--- config.mk ---
export PLATFORM = sky130hd
export DESIGN_NAME = periph_bus_master
export DESIGN_NICKNAME = d
export VERILOG_FILES = /design/src/rtl/periph_bus_pkg.sv /design/src/rtl/periph_bus_master.sv
export SDC_FILE = /design/constraint.sdc
export NUM_CORES = 1
export LEC_CHECK = 0
export ABC_AREA = 1
export BUFFER_PORTS_ARGS = -buffer_cell sky130_fd_sc_hd__buf_2
export CORE_AREA = 2 2 103 105
export CTS_BUF_LIST = sky130_fd_sc_hd__clkbuf_4 sky130_fd_sc_hd__clkbuf_8 sky130_fd_sc_hd__clkbuf_16
export DETAILED_ROUTE_END_ITERATION = 8
export DIE_AREA = 0 0 105 107
export GPL_TIMING_DRIVEN = 0
export PLACE_DENSITY = 0.85
export SYNTH_ARGS = -nofsm -noshare
export SYNTH_HDL_FRONTEND = slang
export SYNTH_SLANG_ARGS = --single-unit
--- constraint.sdc ---
create_clock -name clk -period 1.1 [get_ports clk]
set_input_delay 0.165 -clock clk [delete_from_list [all_inputs] [get_ports clk]]
set_output_delay 0.165 -clock clk [all_outputs]
set_load 0.03 [all_outputs]
--- src/rtl/periph_bus_pkg.sv ---
// Shared definitions for the simple peripheral bus master: FSM encoding,
// bus width defaults and the default grant-wait limit.
package periph_bus_pkg;

    localparam int BUS_AW                 = 32;
    localparam int BUS_DW                 = 32;
    localparam int DEFAULT_TIMEOUT_CYCLES = 256;

    typedef enum logic [1:0] {
        IDLE = 2'd0,
        REQ  = 2'd1,
        RESP = 2'd2
    } state_e;

endpackage

--- src/rtl/periph_bus_master.sv ---
// Converts a valid/ready command stream into single transactions on the
// simple peripheral bus. Optional grant timeout: PERIPH_BUS_MASTER_TIMEOUT_EN.
module periph_bus_master
    import periph_bus_pkg::*;
#(
    parameter int AW             = BUS_AW,
    parameter int DW             = BUS_DW,
    parameter int TIMEOUT_CYCLES = DEFAULT_TIMEOUT_CYCLES
) (
    input  logic          clk,
    input  logic          rst,
    input  logic          cmd_valid_i,
    output logic          cmd_ready_o,
    input  logic          cmd_we_i,
    input  logic [AW-1:0] cmd_addr_i,
    input  logic [DW-1:0] cmd_wdata_i,
    output logic          rsp_valid_o,
    input  logic          rsp_ready_i,
    output logic [DW-1:0] rsp_rdata_o,
    output logic          rsp_err_o,
    output logic          req_o,
    input  logic          grant_i,
    output logic          we_o,
    output logic [AW-1:0] addr_o,
    output logic [DW-1:0] data_o,
    input  logic [DW-1:0] data_i
);

    if (TIMEOUT_CYCLES < 2) begin : g_bad_timeout
        $error("periph_bus_master: TIMEOUT_CYCLES must be at least 2");
    end

    state_e        state_q, state_d;
    logic          cmd_we_q;
    logic [AW-1:0] cmd_addr_q;
    logic [DW-1:0] cmd_wdata_q;
    logic [DW-1:0] rsp_rdata_q;
    logic          accept;
    logic          granted;
    logic          timeout;

    assign accept  = (state_q == IDLE) && cmd_valid_i;
    assign granted = (state_q == REQ) && grant_i;

    // NOTE: sequential state uses non-blocking assignments so every register
    // samples pre-edge values regardless of process ordering.
    always_ff @(posedge clk or negedge rst) begin
        if (!rst) begin
            state_q <= IDLE;
        end else begin
            state_q <= state_d;
        end
    end

    // NOTE: every output and next-state term gets a default first, so no
    // path through the case leaves a signal unassigned (no latch inferred).
    always_comb begin
        state_d     = state_q;
        cmd_ready_o = 1'b0;
        req_o       = 1'b0;
        we_o        = 1'b0;
        rsp_valid_o = 1'b0;
        unique case (state_q)
            IDLE: begin
                cmd_ready_o = 1'b1;
                if (cmd_valid_i) state_d = REQ;
            end
            REQ: begin
                req_o = 1'b1;
                // Write strobe only in a granted cycle, so exactly one bus write.
                we_o  = cmd_we_q & grant_i;
                if (grant_i || timeout) state_d = RESP;
            end
            RESP: begin
                rsp_valid_o = 1'b1;
                if (rsp_ready_i) state_d = IDLE;
            end
            default: state_d = IDLE;
        endcase
    end

    always_ff @(posedge clk or negedge rst) begin
        if (!rst) begin
            cmd_we_q    <= 1'b0;
            cmd_addr_q  <= '0;
            cmd_wdata_q <= '0;
            rsp_rdata_q <= '0;
        end else begin
            if (accept) begin
                cmd_we_q    <= cmd_we_i;
                cmd_addr_q  <= cmd_addr_i;
                cmd_wdata_q <= cmd_wdata_i;
            end
            // Grant wins over a timeout landing in the same cycle.
            if (granted) begin
                rsp_rdata_q <= cmd_we_q ? '0 : data_i;
            end else if (timeout) begin
                rsp_rdata_q <= '0;
            end
        end
    end

`ifdef PERIPH_BUS_MASTER_TIMEOUT_EN
    localparam int CW = $clog2(TIMEOUT_CYCLES);

    logic [CW-1:0] wait_cnt_q;
    logic          rsp_err_q;

    assign timeout = (state_q == REQ) && !grant_i &&
                     (wait_cnt_q == CW'(TIMEOUT_CYCLES - 1));

    always_ff @(posedge clk or negedge rst) begin
        if (!rst) begin
            wait_cnt_q <= '0;
            rsp_err_q  <= 1'b0;
        end else begin
            if (accept) begin
                wait_cnt_q <= '0;
            end else if ((state_q == REQ) && !grant_i) begin
                wait_cnt_q <= wait_cnt_q + 1'b1;
            end
            if (granted) begin
                rsp_err_q <= 1'b0;
            end else if (timeout) begin
                rsp_err_q <= 1'b1;
            end
        end
    end

    assign rsp_err_o = rsp_err_q;
`else
    assign timeout   = 1'b0;
    assign rsp_err_o = 1'b0;
`endif

    assign addr_o      = cmd_addr_q;
    assign data_o      = cmd_wdata_q;
    assign rsp_rdata_o = rsp_rdata_q;

endmodule

[Word level (Yosys, flattened, before mapping)]
Index checks and enable logic that the tools add are counted.
W data, S select, Z words.
Cells by class
  equality and inequality tests: 5
  mux-type cells: 9
  bitwise logic cells: 1
  reduce and logical (&&, ||, !) cells: 4
Operators with widths (number)
  $mux W32: 1
  $mux W2: 3
  $ne A2 B2 Y1 const B: 3
  $pmux W2 S3: 1
  $mux W1: 4
  $reduce_and A3 Y1: 1
  $eq A2 B1 Y1 const B: 1
  $eq A2 B2 Y1 const B: 1
  $logic_and A1 B1 Y1: 2
  $logic_not A2 Y1: 1
  $and A1 B1 Y1: 1
Word-level totals
  register bits: 99
  input port bits: 102
  logic and storage cells: 24

[Logic depth before layout (Yosys ltp)]
  depth in word-level cells: 3
  mapped depth: 6

[Worst setup path before layout]
OpenSTA, ideal clock, no wires.
  path type: reg2out
  start: register cmd_we_q
  end: output port we_o
  arrival: 1.095 ns
  required time: 0.935 ns
  setup slack: -0.160 ns
  cell stages (with the launch flop): 5
  buffers on the path: 2
  path through: dfrtp_1 > buf_2 > buf_2 > nand2_1 > nor2_1
Between the ends
  longest elaborated chain between the ends: 2
Ends and longest elaborated chain
  start, declared: line periph_bus_master.sv:34  | logic cmd_we_q;
  start signal, assigned: line periph_bus_master.sv:90  | cmd_we_q <= cmd_we_i;
  $and A1 B1 Y1: line periph_bus_master.sv:71  | we_o = cmd_we_q & grant_i;
  $mux W1: line periph_bus_master.sv:63  | unique case (state_q)
  end, declared: line periph_bus_master.sv:23  | output logic we_o,
Every way passes these cells.

[Worst setup path in the final report]
  start: register state_q[0]
  end: output port we_o
Between the ends
  longest elaborated chain between the ends: 2
Ends and longest elaborated chain
  start, declared: line periph_bus_master.sv:33  | state_e state_q, state_d;
  start signal, assigned: line periph_bus_master.sv:51  | state_q <= state_d;
  $eq A2 B1 Y1: line periph_bus_master.sv:63
  $mux W1: line periph_bus_master.sv:63
Every way passes these cells.

==> reports/results.ini <==
[detailed_routing]
drc_errors=0
ant_nets=0
drt-pass1-iter-count=4
num_vias=4575
wire_per_inst_um=15.6
wirelength_um=14600
drtIter0Drc=356
viasPerCell=4.89

[logic_synthesis]
ys_seq_area_share_pct=59.1
synth_edf_count=0
synth_top_cell_area_share_pct=59.1
synth_area_per_cell_sq_um=8.31
yosysUniqueCellTypes=14
yosysWarnings=0
syn_inst=504
synth.net_count=606
synth_area_sq_um=4190
async_flop_share_pct=100
synth.area.top_cells=dfrtp_1 59%, nand2_1 18%, nand3_1 12%
ys.flop_type=dfrtp_1
yosys.area.top_type=dfrtp_1
ys_ff_latch=99
synth_commonest_cells=198 x nand2_1, 99 x dfrtp_1, 98 x nand3_1
yosysMostFrequentCell=nand2_1

[critical_path]
crit_end=we_o
r2r_cells=7
path_depth=4
cp-startpoint=state_q[0]
cp-start-kind=flip-flop
critPathBufInv=2
r2r_end=addr_o[12]
crit_required_ns=0.94
slowest_delay_ns=0.45
reg2reg_from=state_q[0]
critPathArrivalTime_ns=1.20
r2r_slack_ns=-0.26
slowest_stage=dfrtp_2
crit_type=flip-flop to output pin
crit_path_max_fanout=3
crit_family=flip-flops
cp-end-kind=output pin
cp_cell_sequence=buf_4, nand2_4, nor2_4, buf_6

[power]
pwr-share-comb_pct=63.1
p_leak_nw=4.11
ir_worst_vdd_mv=2.01
swShare_pct=44.3
total_power_mw=24.0
p_switching_mw=10.6
p_int_mw=13.4
p_seq_share_pct=27.8
clkPwrFrac_pct=9.1
p_per_area_nw_per_um2=3300

[global_routing]
grt_pass1_wl_um=19800
met1_usage_pct=26.8
grt_overflow_total=0
track_usage_pct=21.9
grt_use_met3_pct=4.50
antenna_found_initial=0
use_met2_pct=38.5
top_usage_layer=met2
grt_pass1_vias=4216
grt_max_degree=71

[clock_network]
numCtsBuffers=9
clk_pin_slew_ns=0.10
cts_root_buffer=clkbuf_8
clkLatencyLatePin_ns=0.35
cts_max_path_buffers=2
cts_tree=done
h-tree-depth=3
clkSinkCount=99

[sta]
finalMaxSlewViolations=0
slew_headroom_pct=66.4
layout_min_cycle_time_ns=1.36
max_freq_mhz=734
hold_ws_ns=0.0337
rsz0062_at_grt=true
timing.final.setup_violations=103
fin_crit_sh_pct=124
setup_tns_ns=-17.59
tightest_slew_ns=0.504
hold_viol_final=0
clock_skew_ns=0.00864
finalWorstSetupSlack_ns=-0.262

[finish]
syn2layout_area_growth_pct=73.8
multi_input_area_sq_um=1640
nNetsFinal=897
fin_area_sq_um=7280
post-route-util_pct=72.1
diodes=0
seq_area_sq_um=2480
drive_gt1_share_pct=48.6
final_cells=936
nFillCells=714

[die]
start_util_pct=41.5
ios=203
num_rows=37
core-area_sq_um=10100
die_y_um=107
design.die.area_sq_um=11200
die_w_um=105

[place]
dpl_cell_area_sq_um=5410
io_buffer_count=200
dpl.cell_count=841
gp_congestion=0.800
dp_hpwl_um=8440
dp_slack_ns=-0.289

[run_status]
violations=negative setup slack
status=finished, violations left

[min_path]
hold_path_class=input pin to flip-flop

[job]
maxCapViolCount=0

cell usage in the layout, fill, tap and decap left out, types with 2 or more instances in the layout:
cell	count
buf_1	2
buf_12	2
buf_2	106
buf_4	82
buf_6	98
buf_8	9
clkbuf_1	5
clkbuf_16	6
clkbuf_4	3
clkbuf_8	11
clkinvlp_4	2
dfrtp_1	97
dfrtp_2	2
dlygate4sd3_1	2
inv_1	32
inv_2	3
nand2_1	143
nand2_2	39
nand2_4	15
nand3_1	97
nor2_1	31
nor2_4	3
metal layers:
layer / vias to the layer above / wire, um
li1: 2147 / -
met1: 2213 / 5470
met2: 185 / 7930
met3: 30 / 862
met4: 0 / 365
met5: - / 0
worst register-to-register path, stage by stage, from the launching register on:
cell and delay, ns:
dfrtp_2 0.45, nor2_4 0.15, buf_6 0.15, nand2_8 0.08, clkbuf_16 0.17, clkbuf_16 0.16, nand2_4 0.05, nand2_2 0.04
how the worst min path moves through the flow:
stage             startpoint              end  slack, ns  cells after the start
5_1_grt        cmd_addr_i[4]        addr_o[4]       0.03                      3
6_report       cmd_addr_i[4]        addr_o[4]       0.03                      3
3_3_place_gp     rsp_ready_i       state_q[1]       0.36                      2
2_1_floorplan            rst        addr_o[0]      -0.13                      0
3_5_place_dp             rst  rsp_rdata_o[19]       0.12                      1
4_1_cts        cmd_addr_i[9]        addr_o[9]       0.02                      3
power by group through the flow:
stage	registers, mW	clock network, mW	logic (mW)
finish	6.67	2.20	15.1
global route	6.81	2.41	16.0
CTS	6.31	2.26	11.5
detailed placement	6.19	0	9.38
global placement	6.16	0	9.17
floorplan	9.36	0	3.23
flip-flops by register name, indices dropped and copies added (netlist names):
register	count
rsp_rdata_o	32
state_q	2
cmd_we_q	1
addr_o	32
data_o	32
cells by family (layout without fill, tap and decap cells):
logic type | after synthesis | after routing | synth area share [%]
buf+inv | 71 | 367 | 7.85
compound gates | 2 | 2 | 0.239
other cells | 1 | 1 | 0.0895
simple gates | 331 | 331 | 32.7
flops | 99 | 99 | 59.1
area by class of cell:
| class | instances | area share [%] |
|---|---|---|
| timing repair buffer | 281 | 32.1 |
| clock inverter | 5 | 0.516 |
| buffer | 35 | 4.64 |
| multi-input combinational | 334 | 22.5 |
| inverter | 35 | 1.80 |
| tap | 136 | 2.34 |
| clock buffer | 11 | 1.99 |
| sequential | 99 | 34.1 |
timing repair:
item                                   in CTS  in global routing
hold buffers                                2                  0
cloned                                      1                  6
setup endpoints to repair                 165                194
endpoints found under the hold margin      30                  0
setup buffers                              25                 46
resized for setup                         137                215
pin swaps                                   2                  6
Power figures use the tool's default switching activity.
